$ cat src/rtl/cordic_preprocess.sv
// CORDIC front end: folds a binary-angle phase into [-90, +90) degrees and presents
// the initial vector (1/K, 0), residual angle, negate flag and sample tag downstream.
module cordic_preprocess #(
  parameter logic [31:0] X_INIT = 32'h26DD3B6A,
  parameter int unsigned TAG_W  = 8
) (
  input  logic             clk,
  input  logic             rst_n,
  input  logic [31:0]      phase_in,
  input  logic             in_valid,
  output logic             in_ready,
  output logic [31:0]      x_out,
  output logic [31:0]      y_out,
  output logic [31:0]      z_out,
  output logic             neg_out,
  output logic [TAG_W-1:0] tag_out,
  output logic             out_valid,
  input  logic             out_ready
);

  localparam logic [TAG_W-1:0] TagOne  = TAG_W'(1);
  localparam logic [31:0]      HalfTurn = 32'h8000_0000;

  logic             r_s1_valid;
  logic [31:0]      r_s1_z;
  logic             r_s1_neg;
  logic [TAG_W-1:0] r_s1_tag;
  logic [TAG_W-1:0] r_tag_cnt;

  logic             r_out_valid;
  logic [31:0]      r_x;
  logic [31:0]      r_z;
  logic             r_neg;
  logic [TAG_W-1:0] r_tag;

  logic             w_s2_load;
  logic             w_s1_load;
  logic             w_in_fire;
  logic             w_fold_neg;
  logic [31:0]      w_fold_z;

  assign w_s2_load = !r_out_valid || out_ready;
  assign w_s1_load = !r_s1_valid || w_s2_load;
  assign in_ready  = w_s1_load;
  assign w_in_fire = in_valid && w_s1_load;

  // Quadrants 1 and 2 rotate by half a turn; the final vector is then negated downstream.
  assign w_fold_neg = phase_in[31] ^ phase_in[30];
  assign w_fold_z   = w_fold_neg ? (phase_in + HalfTurn) : phase_in;

  always_ff @(posedge clk or negedge rst_n) begin
    if (!rst_n) begin
      r_s1_valid <= 1'b0;
      r_s1_z     <= '0;
      r_s1_neg   <= 1'b0;
      r_s1_tag   <= '0;
      r_tag_cnt  <= '0;
    end else begin
      if (w_s1_load) begin
        r_s1_valid <= in_valid;
        if (in_valid) begin
          r_s1_z   <= w_fold_z;
          r_s1_neg <= w_fold_neg;
          r_s1_tag <= r_tag_cnt;
        end
      end
      if (w_in_fire) begin
        r_tag_cnt <= r_tag_cnt + TagOne;
      end
    end
  end

  always_ff @(posedge clk or negedge rst_n) begin
    if (!rst_n) begin
      r_out_valid <= 1'b0;
      r_x         <= '0;
      r_z         <= '0;
      r_neg       <= 1'b0;
      r_tag       <= '0;
    end else if (w_s2_load) begin
      r_out_valid <= r_s1_valid;
      // Data only moves with a valid sample, so a stalled or bubbled output stays put.
      if (r_s1_valid) begin
        r_x   <= X_INIT;
        r_z   <= r_s1_z;
        r_neg <= r_s1_neg;
        r_tag <= r_s1_tag;
      end
    end
  end

  assign out_valid = r_out_valid;
  assign x_out     = r_x;
  assign y_out     = '0;
  assign z_out     = r_z;
  assign neg_out   = r_neg;
  assign tag_out   = r_tag;

endmodule

$ cat config.mk
export PLATFORM = sky130hd
export DESIGN_NAME = cordic_preprocess
export DESIGN_NICKNAME = d
export VERILOG_FILES = /design/src/rtl/cordic_preprocess.sv
export SDC_FILE = /design/constraint.sdc
export NUM_CORES = 1
export LEC_CHECK = 0
export BUFFER_PORTS_ARGS = -buffer_cell sky130_fd_sc_hd__buf_4
export CAP_MARGIN = 20
export CORE_MARGIN = 3
export CORE_UTILIZATION = 54
export DETAILED_ROUTE_END_ITERATION = 16
export PLACE_DENSITY = 0.91
export SLEW_MARGIN = 20
export SYNTH_ARGS = -nofsm -noshare
export SYNTH_HDL_FRONTEND = slang
export SYNTH_SLANG_ARGS = --single-unit
$ cat constraint.sdc
create_clock -name clk -period 2.05 [get_ports clk]
set_input_delay 0.41 -clock clk [delete_from_list [all_inputs] [get_ports clk]]
set_output_delay 0.41 -clock clk [all_outputs]
set_load 0.02 [all_outputs]
==> results.py, run 1 <==
metrics = {
    "outcome": {
        "status": "complete, no violations",
    },
    "route": {
        "drt-wirelength-per-cell_um": 15.7,
        "dr_total_vias": 2214,
        "postRouteAntennaNets": 0,
        "drc": 0,
        "initialDrtViolationCount": 54,
        "drt-total-wl_mm": 7.29,
        "firstDrtPassIters": 4,
        "via_per_inst": 4.78,
    },
    "timing": {
        "fmax_mhz": 590,
        "grt_setup_unrepaired": "false",
        "worst_hold_slack_ns": 0.00477,
        "worst_slack_ns": 0.355,
        "finalClockSkew_ns": 0.00862,
        "hold_viol_final": 0,
        "setup_tns_ns": 0,
        "slew_headroom_pct": 63.1,
        "worst_pin_slew_ns": 0.553,
        "slew_violations": 0,
        "final-setup-viol-count": 0,
        "fin_crit_ns": 1.70,
        "period_share_pct": 82.7,
    },
    "power": {
        "ir_worst_vdd_mv": 0.849,
        "p_per_area_mw_per_mm2": 1100,
        "p_leak_nw": 2.44,
        "finalPower_mw": 5.41,
    },
    "cts": {
        "clkTransAtPathRegs_ns": 0.09,
        "htree_levels": 3,
        "cts_resized": 0,
        "holdBufCountCts": 0,
        "cts.sinks": 93,
        "cts_buffers": 9,
        "cts_root_buf": "clkbuf_8",
        "postCtsSetupRepairBufs": 0,
        "insertion_delay_ns": 0.34,
        "cts_tree": "done",
        "cts.path.max_buffers": 2,
    },
    "grt": {
        "antenna_found_initial": 0,
        "grt_max_degree": 43,
        "grt.overflow.total": 0,
        "grt_util_met1_pct": 20.2,
        "grt_use_met3_pct": 4.25,
        "grt_pass1_wl_mm": 11.3,
        "grt_pass1_vias": 2260,
        "track_usage_pct": 16.7,
        "globalRouteMet2Util_pct": 28.3,
        "busiest_layer": "met2",
    },
    "critical_path": {
        "cpMaxStageDelayCell": "dfrtp_1",
        "path_cells": "buf_4",
        "cp_max_fo": 19,
        "cpLargestDelayFamily": "flip-flops",
        "reg2reg_depth": 4,
        "worstPathArrival_ns": 1.29,
        "critPathCaptureType": "primary output",
        "path_class": "flop to primary output",
        "cp.depth": 1,
        "critPathLaunchType": "flop",
        "crit_buf_inv": 1,
        "required_ns": 1.64,
        "cp_slowest_stage_delay_ns": 0.70,
    },
    "place": {
        "dp_cells": 448,
        "io_buffers": 96,
        "dpl.hpwl_mm": 5.20,
        "gp_congestion": 0.791,
        "placed_area_mm2": 0.00472,
        "place_ws_ns": 0.417,
    },
    "synthesis": {
        "ys_types": 20,
        "ys_ff_latch": 93,
        "yosysSeqAreaShare_pct": 55.2,
        "async_reset_ff_share_pct": 100,
        "syn-cell-area_mm2": 0.00421,
        "synthFlopType": "dfrtp_1",
        "yosysWarningCount": 0,
        "syn_area_per_cell_um2": 15.4,
        "syn_inst": 273,
        "synth-edff-count": 0,
    },
    "min_path": {
        "hp-class": "input port to asynchronous set/reset pin",
    },
    "die": {
        "rows": 31,
        "die_h_um": 94.3,
        "initial_utilization_pct": 56.9,
        "io-pin-count": 143,
        "coreArea_mm2": 0.00741,
        "die_area_mm2": 0.00890,
        "dieWidth_um": 94.3,
    },
    "final_layout": {
        "area_growth_pct": 16.8,
        "final_util_pct": 66.4,
        "instances_no_fill": 463,
        "drive_gt1_share_pct": 55.8,
        "diodes": 0,
        "fin_nets": 397,
        "design_area_mm2": 0.00492,
    },
    "run": {
        "maxCapViolations": 0,
    },
}
## metal layers
layer	vias up	part of all wire, %	wire (um)
met5	-	0	0
met4	0	1.2	84
met3	7	7.9	577
met2	103	52	3760
met1	1119	39	2870
li1	985	-	-
## worst paths after layout
check / from / slack (ns) / to
worst max-delay path: x_out[1]$_DFFE_PN0P_ / 0.35 / x_out[5]
worst min-delay path: rst_n / 0.005 / r_s1_z[2]$_DFFE_PN0P_
worst max register to register: r_s1_valid$_DFFE_PN0P_ / 0.56 / r_s1_z[4]$_DFFE_PN0P_
worst min register to register: r_tag_cnt[7]$_DFFE_PN0P_ / 0.48 / r_tag_cnt[7]$_DFFE_PN0P_
max in group asynchronous: rst_n / 1.44 / r_tag_cnt[0]$_DFFE_PN0P_
min in group clk: phase_in[26] / 0.29 / r_s1_z[26]$_DFFE_PN0P_
## cell usage in the layout (no fill, tap or decap)
cell type   instances
nand2_2             1
clkbuf_8           10
clkinvlp_4          2
bufinv_16           1
nand2_4             1
mux2_2             44
nand3_1             2
and4_1              1
and2_1              1
conb_1             46
buf_4              98
dfrtp_1            93
nand2b_1            3
xor2_1              1
mux2_4             39
nand4_1             4
ha_1                1
nand3b_4            1
xnor2_1             7
buf_12              4
or2b_1              1
clkinv_2            1
and3_1              1
inv_6               1
## area by class of cell
| type | instances | area [um^2] |
|---|---|---|
| fill | 514 | 2490 |
| tap | 99 | 124 |
| clock inverter | 5 | 58.8 |
| sequential | 93 | 2330 |
| timing repair buffer | 102 | 816 |
| clock buffer | 10 | 138 |
| multi-input combinational | 154 | 1460 |
## Yosys cell counts, drive strengths merged, types with 2 or more instances
library cell | n | share of area, %
xnor2 | 7 | 1.5
nand2 | 2 | 0.42
mux2 | 83 | 26
nand4 | 4 | 0.59
nand3 | 2 | 0.24
buf | 71 | 14
dfrtp | 93 | 55
nand2b | 3 | 0.45
## state kept, by name (all words and copies together) (netlist names)
| name | count |
|---|---|
| neg_out | 1 |
| out_valid | 1 |
| r_s1_neg | 1 |
| r_s1_tag | 8 |
| r_s1_valid | 1 |
| r_s1_z | 32 |
| r_tag_cnt | 8 |
| tag_out | 8 |
| x_out | 1 |
| z_out | 32 |
## power by group
| part | switching, mW | total [mW] | internal (mW) |
|---|---|---|---|
| combinational | 0.754 | 1.61 | 0.861 |
| sequential | 0.304 | 2.59 | 2.29 |
| clock | 0.617 | 1.21 | 0.593 |
## logic make-up (layout without fill, tap and decap cells)
| logic type | Yosys count | in the layout | share of synthesized area (%) |
|---|---|---|---|
| buffers and inverters | 71 | 117 | 14.2 |
| multiplexers | 83 | 83 | 25.7 |
| other | 1 | 46 | 0.0890 |
| adder cells (fa/ha/maj) | 1 | 1 | 0.297 |
| AND/OR/NAND/NOR | 16 | 16 | 2.85 |
| XOR/XNOR | 8 | 8 | 1.66 |
| flip-flops | 93 | 93 | 55.2 |
(Power assumes the default switching activity.)
==> run 2: changes to the inputs <==
Settings changed: ABC_AREA set to 1, CORE_UTILIZATION 54 to 50, PLACE_DENSITY 0.91 to 0.86.
Clock period 2.05 ns to 1.7 ns, I/O delays scaled along.
==> results.py, run 2 <==
metrics = {
    "power": {
        "ir_worst_vdd_mv": 0.700,
        "p_leak_nw": 2.69,
        "p_per_area_mw_per_mm2": 1370,
    },
    "route": {
        "postRouteAntennaNets": 0,
        "drc": 0,
        "initialDrtViolationCount": 223,
        "drt-wirelength-per-cell_um": 13.2,
        "firstDrtPassIters": 4,
        "via_per_inst": 4.70,
        "dr_total_vias": 3029,
        "drt-total-wl_mm": 8.51,
    },
    "synthesis": {
        "ys_ff_latch": 93,
        "synthTopCellsByArea": "dfrtp_1 (56%), nand2_1 (16%), buf_4 (12%)",
        "synthFlopType": "dfrtp_1",
        "async_reset_ff_share_pct": 100,
        "syn_inst": 460,
        "synth_top_area_share_pct": 55.7,
        "yosysMostFrequentCell": "nand2_1",
        "yosysSeqAreaShare_pct": 55.7,
        "netlist.top_cell.by_area": "dfrtp_1",
        "synthTopCellsByCount": "nand2_1 (175), dfrtp_1 (93), buf_4 (66)",
        "syn_area_per_cell_um2": 9.08,
        "synth-edff-count": 0,
        "yosysWarningCount": 0,
        "syn-cell-area_mm2": 0.00418,
        "ys_types": 26,
    },
    "run": {
        "maxCapViolations": 0,
    },
    "die": {
        "rows": 32,
        "initial_utilization_pct": 52.7,
        "dieWidth_um": 97.4,
        "io-pin-count": 143,
        "die_h_um": 97.4,
        "die_area_mm2": 0.00949,
        "coreArea_mm2": 0.00793,
    },
    "final_layout": {
        "area_growth_pct": 17.8,
        "diodes": 0,
        "fin_nets": 575,
        "final_cell_mix": "nand2_1 (175), buf_4 (103), dfrtp_1 (92)",
        "drive_gt1_share_pct": 25.0,
        "final_common_cell": "nand2_1",
    },
    "cts": {
        "htree_levels": 3,
        "cts_buffers": 9,
        "cts_root_buf": "clkbuf_8",
        "cts.path.max_buffers": 2,
        "clkTransAtPathRegs_ns": 0.10,
        "insertion_delay_ns": 0.35,
        "cts.sinks": 93,
        "cts_tree": "done",
        "postCtsSetupRepairBufs": 0,
    },
    "timing": {
        "setup_tns_ns": 0,
        "slew_violations": 0,
        "finalClockSkew_ns": 0.00931,
        "worst_slack_ns": 0.269,
        "fmax_mhz": 699,
        "period_share_pct": 84.1,
        "hold_viol_final": 0,
        "grt_setup_unrepaired": "false",
        "fin_crit_ns": 1.43,
        "final-setup-viol-count": 0,
    },
    "min_path": {
        "hp-class": "input port to flop",
        "hold_start": "phase_in[11]",
        "min_to": "r_s1_z[11]$_DFFE_PN0P_",
        "whs_path_depth": 3,
    },
    "critical_path": {
        "rr_endpoint": "z_out[8]$_DFFE_PN0P_",
        "path_cells": "buf_4",
        "r2r_start": "r_s1_valid$_DFFE_PN0P_",
        "path_class": "flop to primary output",
        "reg2reg_depth": 5,
        "worstPathArrival_ns": 1.09,
        "r2r_slack_ns": 0.35,
        "critPathCaptureType": "primary output",
        "cp_slowest_stage_delay_ns": 0.54,
        "critPathLaunchType": "flop",
        "crit_buf_inv": 1,
        "required_ns": 1.36,
        "startpoint": "x_out[1]$_DFFE_PN0P_",
        "cpLargestDelayFamily": "flip-flops",
        "cp_max_fo": 19,
        "cpMaxStageDelayCell": "dfrtp_2",
    },
    "grt": {
        "grt_pass1_wl_mm": 13.8,
        "grt.overflow.total": 0,
        "grt_pass1_vias": 2911,
        "track_usage_pct": 17.9,
        "antenna_found_initial": 0,
        "grt_max_degree": 33,
    },
    "place": {
        "dpl.hpwl_mm": 6.00,
        "io_buffers": 96,
        "gp_congestion": 0.790,
        "place_ws_ns": 0.318,
    },
    "outcome": {
        "status": "complete, no violations",
    },
}
-- run 2: cell count changes after synthesis, moves of 23 or more --
cell and delta:
nand2_1 +175, o21ai_0 +25, inv_1 +23, mux2_2 -44, mux2_4 -39, nand3_1 +31
-- run 2: tightest hold or removal path, delay by kind of cell --
kind | cells | cell delay [ns]
and+or+nand+nor | 2 | 0.08
buffers and inverters | 1 | 0.08
-- run 2: cell families (layout without fill, tap and decap cells) --
logic type,after synthesis,in the layout,synth area share [%]
AND/OR/NAND/NOR,220,220,21.5
other,1,46,0.0897
AO/OA/AOI/OAI,34,34,4.76
adder cells (fa/ha/maj),1,1,0.299
XOR/XNOR,2,2,0.419
flip-flops,93,93,55.7
buffers and inverters,109,147,17.2
-- run 2: final cells by class --
cell class | instances | area (um^2)
Sequential cell | 93 | 2330
Clock inverter | 6 | 93.8
Multi-Input combinational cell | 303 | 1300
Tap cell | 102 | 128
Inverter | 24 | 90.1
Timing Repair Buffer | 107 | 843
Fill cell | 660 | 3010
Clock buffer | 10 | 138
-- run 2: worst max-delay path by stage --
stage                                          to  slack, ns  cells after the start
final                                   x_out[11]       0.27                      1
after floorplan                         x_out[11]       0.44                      1
after detailed placement  r_s1_tag[5]$_DFFE_PN0P_       0.32                      7
after global routing                    x_out[11]       0.17                      1
after CTS                               x_out[11]       0.08                      1
after global placement       z_out[8]$_DFFE_PN0P_       0.38                      7
-- run 2: metrics by stage --
stage	power (mW)	instance area [um^2]	hold slack (ns)	cells	utilization (%)
after floorplan	4.37	4350	0.0444	505	-
after global placement	5.05	4680	0.310	628	59.0
after detailed placement	5.14	4680	0.318	628	59.0
after CTS	6.81	4920	0.166	645	62.1
after global routing	7.16	4920	0.172	645	62.1
final	6.76	4920	0.172	645	62.1
-- run 2: what timing repair did --
item,CTS,global route
endpoints found under the hold margin,29,0
endpoints found under the setup margin,0,18
resized for setup,0,1
hold buffers,1,0
-- run 2: per-layer routing --
layer | vias up | track usage, % | wire length [um]
li1 | 1467 | - | -
met1 | 1427 | 23.7 | 3520
met2 | 122 | 28.4 | 4190
met3 | 13 | 4.88 | 636
met4 | 0 | 6.82 | 157
met5 | - | 0 | 0
-- run 2: power breakdown --
group	switching (mW)	internal (mW)	total, mW
clock network	0.790	0.879	1.67
registers	0.329	2.76	3.09
logic	1.24	0.762	2.00
==> run 3: changes to the inputs <==
Clock period 1.7 ns to 1.4 ns, I/O delays scaled along.
==> results.py, run 3 (synthesis gave the netlist of run 2 again) <==
metrics = {
    "outcome": {
        "status": "complete, no violations",
    },
    "final_layout": {
        "instances_no_fill": 653,
        "final_common_cell": "nand2_1",
        "area_growth_pct": 19.9,
        "diodes": 0,
        "final_cell_mix": "nand2_1 (175), buf_4 (106), dfrtp_1 (92)",
        "drive_gt1_share_pct": 26.3,
        "fin_nets": 583,
        "design_area_mm2": 0.00501,
    },
    "timing": {
        "slew_violations": 0,
        "hold_viol_final": 0,
        "grt_setup_unrepaired": "true",
        "final-setup-viol-count": 0,
        "fin_crit_ns": 1.37,
        "finalClockSkew_ns": 0.0117,
        "fmax_mhz": 733,
        "setup_tns_ns": 0,
        "period_share_pct": 97.5,
    },
    "die": {
        "dieWidth_um": 97.4,
        "die_area_mm2": 0.00949,
        "rows": 32,
        "io-pin-count": 143,
        "coreArea_mm2": 0.00793,
        "initial_utilization_pct": 52.7,
        "die_h_um": 97.4,
    },
    "route": {
        "drc": 0,
        "via_per_inst": 4.75,
        "postRouteAntennaNets": 0,
        "drt-wirelength-per-cell_um": 13.3,
        "initialDrtViolationCount": 142,
        "drt-total-wl_mm": 8.71,
        "dr_total_vias": 3099,
        "firstDrtPassIters": 4,
    },
    "critical_path": {
        "startpoint": "x_out[1]$_DFFE_PN0P_",
        "cp_max_fo": 10,
        "critPathLaunchType": "flop",
        "required_ns": 1.12,
        "r2r_start": "out_valid$_DFFE_PN0P_",
        "setup.worst_path.end": "x_out[11]",
        "r2r_slack_ns": 0.12,
        "path_class": "flop to primary output",
        "rr_endpoint": "z_out[7]$_DFFE_PN0P_",
        "worstPathArrival_ns": 1.09,
        "critPathCaptureType": "primary output",
        "reg2reg_depth": 5,
    },
    "grt": {
        "antenna_found_initial": 0,
        "busiest_layer": "met2",
        "grt_pass1_vias": 2968,
        "grt_max_degree": 35,
        "track_usage_pct": 18.9,
        "grt_use_met3_pct": 5.17,
        "grt_util_met1_pct": 23.6,
        "grt_pass1_wl_mm": 14.5,
        "grt.overflow.total": 0,
        "globalRouteMet2Util_pct": 31.3,
    },
    "cts": {
        "cts_tree": "done",
        "insertion_delay_ns": 0.36,
        "cts.path.max_buffers": 2,
        "cts.sinks": 93,
        "clkTransAtPathRegs_ns": 0.09,
        "cts_root_buf": "clkbuf_8",
        "htree_levels": 3,
        "cts_buffers": 9,
    },
    "min_path": {
        "hp-class": "input port to flop",
    },
    "power": {
        "ir_worst_vdd_mv": 0.631,
        "p_per_area_mw_per_mm2": 1640,
        "finalPower_mw": 8.24,
        "p_leak_nw": 2.74,
    },
    "place": {
        "io_buffers": 96,
        "dp_cells": 632,
        "dpl.hpwl_mm": 6.24,
        "gp_congestion": 0.789,
        "placed_area_mm2": 0.00473,
    },
    "run": {
        "maxCapViolations": 0,
    },
}
[run 3: cell count changes in the layout (fill, tap and decap cells not counted), moves of 2 or more]
cell,before,now
buf_4,103,106
buf_6,0,3
buf_12,3,5
clkinv_2,0,2
[run 3: layout make-up]
cell class / instances / area (um^2)
clock buffer: 9 / 124
tap: 102 / 128
clock inverter: 7 / 96.3
sequential: 93 / 2330
inverter: 24 / 90.1
timing repair buffer: 115 / 940
fill: 630 / 2920
multi-input combinational: 303 / 1300
[run 3: per-stage QoR]
stage / setup slack, ns / hold WS [ns] / utilization, %
after global placement: 0.177 / 0.218 / 59.7
after CTS: 0.00892 / 0.101 / 62.9
after detailed placement: 0.125 / 0.224 / 59.7
after floorplan: 0.141 / -0.0156 / -
final: 0.0350 / 0.109 / 63.2
after global routing: -0.000948 / 0.104 / 63.2
[run 3: power by group]
part | leakage [nW] | switching [mW] | total, mW | internal [mW]
logic | 1.46 | 1.53 | 2.51 | 0.982
registers | 1.16 | 0.394 | 3.75 | 3.35
clock network | 0.114 | 0.959 | 1.97 | 1.02
total | 2.74 | 2.89 | 8.24 | 5.35
[run 3: timing repair]
action / in CTS / in global routing
endpoints found under the setup margin: 19 / 21
hold buffers: 1 / 0
resized for setup: 1 / 6
pin swaps: 0 / 1
hold endpoints to repair: 20 / 0
buffers inserted: 3 / 1
[run 3: worst min path at each step]
| stage | depth (start not counted) | slack [ns] | end | startpoint |
|---|---|---|---|---|
| 6_report | 3 | 0.11 | r_s1_z[13]$_DFFE_PN0P_ | phase_in[13] |
| 5_1_grt | 3 | 0.10 | r_s1_z[29]$_DFFE_PN0P_ | phase_in[29] |
| 4_1_cts | 3 | 0.10 | r_s1_z[14]$_DFFE_PN0P_ | phase_in[14] |
| 3_5_place_dp | 1 | 0.22 | r_s1_z[2]$_DFFE_PN0P_ | rst_n |
| 3_3_place_gp | 1 | 0.22 | z_out[2]$_DFFE_PN0P_ | rst_n |
| 2_1_floorplan | 0 | -0.02 | neg_out$_DFFE_PN0P_ | rst_n |
[run 3: routing by layer]
| layer | vias up | part of all wire, % | routed length, um |
|---|---|---|---|
| li1 | 1486 | - | - |
| met1 | 1463 | 39 | 3420 |
| met2 | 135 | 51 | 4460 |
| met3 | 15 | 8.3 | 719 |
| met4 | 0 | 1.3 | 116 |
| met5 | - | 0 | 0 |
[run 3: worst max-delay path, stage by stage (launching register included)]
cell and delay, ns:
dfrtp_2 0.43, buf_6 0.14, buf_4 0.15
